<file path="src/rtl/pio_led.sv">
// -----------------------------------------------------------------------------
// pio_led : Avalon-MM slave output PIO driving the board LEDs, with a
// hardware blink engine so software can blink selected LEDs without polling.
//
// Optional feature macro: PIO_LED_BITSET_EN
//   defined   -> address 4 (OUTSET) ORs writedata into DATA and
//                address 5 (OUTCLEAR) clears writedata bits in DATA.
//   undefined -> addresses 4 and 5 are reserved (writes ignored, read 0).
//
// Register map (word address):
//   0 DATA          r/w
//   1 BLINK_MASK    r/w
//   2 BLINK_PERIOD  r/w  (CNT_WIDTH bits; writing restarts the blink engine)
//   3 OUT_STATUS    r/o  (current out_port)
//   4 OUTSET        w/o, reads 0
//   5 OUTCLEAR      w/o, reads 0
//   6-7 reserved    read 0, writes ignored
//
// Ports:
//   clk         system clock, rising edge
//   reset       synchronous active-high reset
//   address     register word address
//   chipselect  slave select
//   write_n     active-low write strobe, qualified by chipselect
//   writedata   write data (unused upper bits ignored)
//   readdata    registered read data, zero-extended, one-cycle latency
//   out_port    LED drive: DATA ^ (BLINK_MASK & phase)
// -----------------------------------------------------------------------------
module pio_led #(
    parameter int DATA_WIDTH = 10,
    parameter int CNT_WIDTH  = 24
) (
    input  logic                  clk,
    input  logic                  reset,
    input  logic [2:0]            address,
    input  logic                  chipselect,
    input  logic                  write_n,
    input  logic [31:0]           writedata,
    output logic [31:0]           readdata,
    output logic [DATA_WIDTH-1:0] out_port
);

    localparam logic [CNT_WIDTH-1:0] CNT_ONE = CNT_WIDTH'(1);

    logic [DATA_WIDTH-1:0] data_q,   data_d;
    logic [DATA_WIDTH-1:0] mask_q,   mask_d;
    logic [CNT_WIDTH-1:0]  period_q, period_d;
    logic [CNT_WIDTH-1:0]  cnt_q,    cnt_d;
    logic                  phase_q,  phase_d;
    logic [31:0]           readdata_q, readdata_d;

    logic wr;
    logic unused_wd;

    assign wr = chipselect & ~write_n;

    // Only the low bits of writedata are stored; fold the whole bus here so
    // the ignored upper bits are not flagged as dangling.
    assign unused_wd = &{1'b0, writedata};

    // Register next-state
    always_comb begin
        data_d   = data_q;
        mask_d   = mask_q;
        period_d = period_q;
        if (wr) begin
            case (address)
                3'd0: data_d   = writedata[DATA_WIDTH-1:0];
                3'd1: mask_d   = writedata[DATA_WIDTH-1:0];
                3'd2: period_d = writedata[CNT_WIDTH-1:0];
`ifdef PIO_LED_BITSET_EN
                3'd4: data_d   = data_q | writedata[DATA_WIDTH-1:0];
                3'd5: data_d   = data_q & ~writedata[DATA_WIDTH-1:0];
`endif
                default: ;
            endcase
        end
    end

    // Blink engine: a BLINK_PERIOD write restarts it and takes priority over
    // a terminal count landing on the same edge.
    always_comb begin
        cnt_d   = cnt_q;
        phase_d = phase_q;
        if (wr && (address == 3'd2)) begin
            cnt_d   = '0;
            phase_d = 1'b0;
        end else if (period_q == '0) begin
            cnt_d   = '0;
            phase_d = 1'b0;
        end else if (cnt_q == period_q) begin
            cnt_d   = '0;
            phase_d = ~phase_q;
        end else begin
            cnt_d   = cnt_q + CNT_ONE;
        end
    end

    assign out_port = data_q ^ (mask_q & {DATA_WIDTH{phase_q}});

    // Read mux is sampled every cycle regardless of chipselect; a read that
    // coincides with a write to the same register therefore sees the old value.
    always_comb begin
        readdata_d = 32'd0;
        case (address)
            3'd0: readdata_d = 32'(data_q);
            3'd1: readdata_d = 32'(mask_q);
            3'd2: readdata_d = 32'(period_q);
            3'd3: readdata_d = 32'(out_port);
            default: readdata_d = 32'd0;
        endcase
    end

    always_ff @(posedge clk) begin
        if (reset) begin
            data_q     <= '0;
            mask_q     <= '0;
            period_q   <= '0;
            cnt_q      <= '0;
            phase_q    <= 1'b0;
            readdata_q <= 32'd0;
        end else begin
            data_q     <= data_d;
            mask_q     <= mask_d;
            period_q   <= period_d;
            cnt_q      <= cnt_d;
            phase_q    <= phase_d;
            readdata_q <= readdata_d;
        end
    end

    assign readdata = readdata_q;

endmodule

</file>
<file path="config.mk">
export PLATFORM = sky130hd
export DESIGN_NAME = pio_led
export DESIGN_NICKNAME = d
export VERILOG_FILES = /design/src/rtl/pio_led.sv
export SDC_FILE = /design/constraint.sdc
export NUM_CORES = 1
export LEC_CHECK = 0
export ABC_AREA = 1
export CORE_MARGIN = 3
export CORE_UTILIZATION = 45
export CTS_BUF_LIST = sky130_fd_sc_hd__clkbuf_2 sky130_fd_sc_hd__clkbuf_4 sky130_fd_sc_hd__clkbuf_8
export CTS_CLUSTER_DIAMETER = 40
export CTS_CLUSTER_SIZE = 16
export DETAILED_ROUTE_END_ITERATION = 6
export GPL_TIMING_DRIVEN = 0
export PLACE_DENSITY = 0.7
export SLEW_MARGIN = 20
export SYNTH_ARGS = -nofsm -noshare
export SYNTH_HDL_FRONTEND = slang
export SYNTH_SLANG_ARGS = --single-unit
</file>
<file path="constraint.sdc">
create_clock -name clk -period 2.15 [get_ports clk]
set_clock_uncertainty 0.15 [all_clocks]
set_input_delay 0.43 -clock clk [delete_from_list [all_inputs] [get_ports clk]]
set_output_delay 0.43 -clock clk [all_outputs]
set_load 0.01 [all_outputs]
</file>
==> flow_metrics.py <==
metrics = {
    "status": {
        "run_status": "complete, no violations",
    },
    "floorplanning": {
        "coreArea_mm2": 0.00946,
        "start_util": 0.473,
        "dieHeight_um": 106,
        "dieWidth_um": 106,
        "pin_count": 81,
        "num_rows": 35,
        "dieArea_mm2": 0.0112,
    },
    "worst_setup_path": {
        "end_kind": "flop",
        "critPathLaunchType": "input port",
        "r2r_start": "cnt_q[0]$_SDFF_PP0_",
        "r2r_cells": 9,
        "path_class": "in -> reg",
        "arrival_ps": 2110,
        "crit_fanout": 10,
        "r2r_slack_ps": 200,
        "timing.rr.end": "cnt_q[16]$_SDFF_PP0_",
        "cp.required_ps": 2230,
    },
    "sta": {
        "slew_headroom": 0.614,
        "setup_tns_ps": 0,
        "fin_ws_ps": 124,
        "grt_setup_unrepaired": "false",
        "finalSetupViolCount": 0,
        "worst_slew_pin_slew_ps": 579,
        "min_period_ps": 2030,
        "hold_slack_ps": 329,
        "final.period_utilization": 0.942,
        "timing.final.max_slew_violations": 0,
        "hold_violations": 0,
        "clock.fmax_mhz": 494,
    },
    "clocking": {
        "cts_made_buffers": 9,
        "post_cts_buffers": 0,
        "clk_latency_ps": 360,
        "clk_pin_slew_ps": 90,
        "post_cts_resize_count": 17,
        "cts_tree": "built",
        "cts_root_buf": "clkbuf_8",
        "htreeDepth": 3,
        "cts_max_path_buffers": 2,
        "cts_sinks": 93,
        "hold_buffers": 0,
    },
    "yosys": {
        "yosysTopAreaCell": "dfxtp_1",
        "yosys_warnings": 0,
        "netlist_instances": 637,
        "synth_area_leaders": "dfxtp_1 42%, nand2_1 10%, inv_1 7.3%",
        "ys_seq_elements": 93,
        "avgSynthCellArea_um2": 7.02,
        "yosys.cell_types.count": 31,
        "synth_edf_count": 0,
        "syn_area_mm2": 0.00447,
        "async_flop_share": 0,
        "yosysSeqAreaShare": 0.416,
        "ys.flop_type": "dfxtp_1",
        "synth_top_cell_area_share": 0.416,
    },
    "route": {
        "drc_errors": 0,
        "wire_per_inst_um": 14.0,
        "vias": 4220,
        "drtPass1Iterations": 5,
        "drt_iter0_markers": 241,
        "ant_nets": 0,
        "viasPerCell": 4.95,
        "totalWireLength_um": 11900,
    },
    "finish": {
        "fin_cells": 852,
        "fillers": 912,
        "drive_above_1_share": 0.0927,
        "fin_util": 0.581,
        "postLayoutCellArea_mm2": 0.00550,
        "layout.nets": 758,
        "area_growth_pct": 23.0,
        "final_common_cell": "nand2_1",
        "final_cell_mix": "122 x nand2_1, 92 x dfxtp_1, 87 x inv_1, 87 x nor2_1, 53 x clkdlybuf4s50_1",
        "diodes": 0,
    },
    "global_routing": {
        "grt_max_degree": 16,
        "grt_usage": 0.211,
        "grt_pass1_wl_um": 18900,
        "grt_antenna_before_repair": 0,
        "grt_pass1_vias": 3998,
        "grt-ovfl-total": 0,
    },
    "placed_design": {
        "pre_cts_ws_ps": -283,
        "port_buffers": 63,
        "gp_congestion": 0.904,
        "place_area_mm2": 0.00529,
        "dp_hpwl_um": 8980,
        "place_inst": 836,
    },
    "hold_path": {
        "min_path_cells": 2,
        "min_from": "reset",
        "min_path_type": "in -> reg",
        "worst_hold_path.endpoint": "readdata[23]$_SDFF_PP0_",
    },
    "power": {
        "p_total_mw": 3.38,
        "irDropWorstVdd_mv": 0.390,
        "power.density_mw_per_mm2": 615,
        "switching_share": 0.265,
        "p_leak_nw": 2.31,
        "clkPwrFrac": 0.353,
        "power.switching_mw": 0.896,
        "comb_power_share": 0.122,
        "internal-power_mw": 2.49,
        "seqPwrFrac": 0.525,
    },
    "flow_run": {
        "drv_cap": 0,
    },
}
-- flip-flops by register name (all words and copies together) (netlist names) --
signal and flops:
period_q 24, phase_q 1, readdata 24, mask_q 10
data_q 10, cnt_q 24
-- worst max path at each step --
stage	startpoint	slack [ps]	cells after the start	end
floorplan	cnt_q[1]$_SDFF_PP0_	480	9	cnt_q[16]$_SDFF_PP0_
global placement	address[0]	-240	8	period_q[12]$_SDFFE_PP0P_
detailed placement	address[0]	-280	8	period_q[9]$_SDFFE_PP0P_
CTS	address[0]	90	8	period_q[9]$_SDFFE_PP0P_
global route	phase_q$_SDFFE_PP0N_	20	6	out_port[5]
finish	address[0]	120	6	readdata[22]$_SDFF_PP0_
-- final cells by class --
type	instances	area, um^2	share of cell area
clock inverter	5	61.3	0.0111
clock buffer	11	139	0.0253
buffer	34	206	0.0375
tap	129	161	0.0293
inverter	90	338	0.0614
sequential	93	1860	0.339
timing repair buffer	63	618	0.112
multi-input combinational	427	2110	0.384
-- critical path: stages --
cell and delay, ps:
clkdlybuf4s50_1 520, inv_1 70, nand3_1 270, buf_2 340, buf_1 390, nor3_1 90
-- metal layers --
metal,GRT usage,wire [um],vias up
li1,-,-,2151
met1,0.260,5110,1888
met2,0.358,5770,153
met3,0.0404,713,28
met4,0.0944,326,0
met5,0,0,-
-- power groups by stage --
stage	clock (mW)	sequential [mW]	combinational (mW)
after floorplan	0	1.81	0.251
after global placement	0	1.81	0.400
after detailed placement	0	1.82	0.404
after CTS	1.20	1.78	0.414
after global routing	1.28	1.78	0.459
final	1.19	1.78	0.413
-- logic make-up after synthesis --
group / after synthesis / synth area share
AOI/OAI and AO/OA: 102 / 0.123
xor gates and xnor gates: 33 / 0.0646
adders and majority gates: 1 / 0.00280
buffers and inverters: 124 / 0.117
DFF: 93 / 0.416
other: 1 / 0.000838
and+or+nand+nor: 283 / 0.276
-- cells in the mapped netlist, drive strengths merged (2+ instances only) --
master	instances
a211oi	9
a21oi	38
buf	18
clkbuf	16
clkinv	2
dfxtp	93
inv	88
nand2	128
nand3	25
nand4	9
nor2	104
nor3	16
o21ai	45
o22ai	10
xnor2	11
xor2	22
Note: power is estimated with default switching activity, not from simulation.
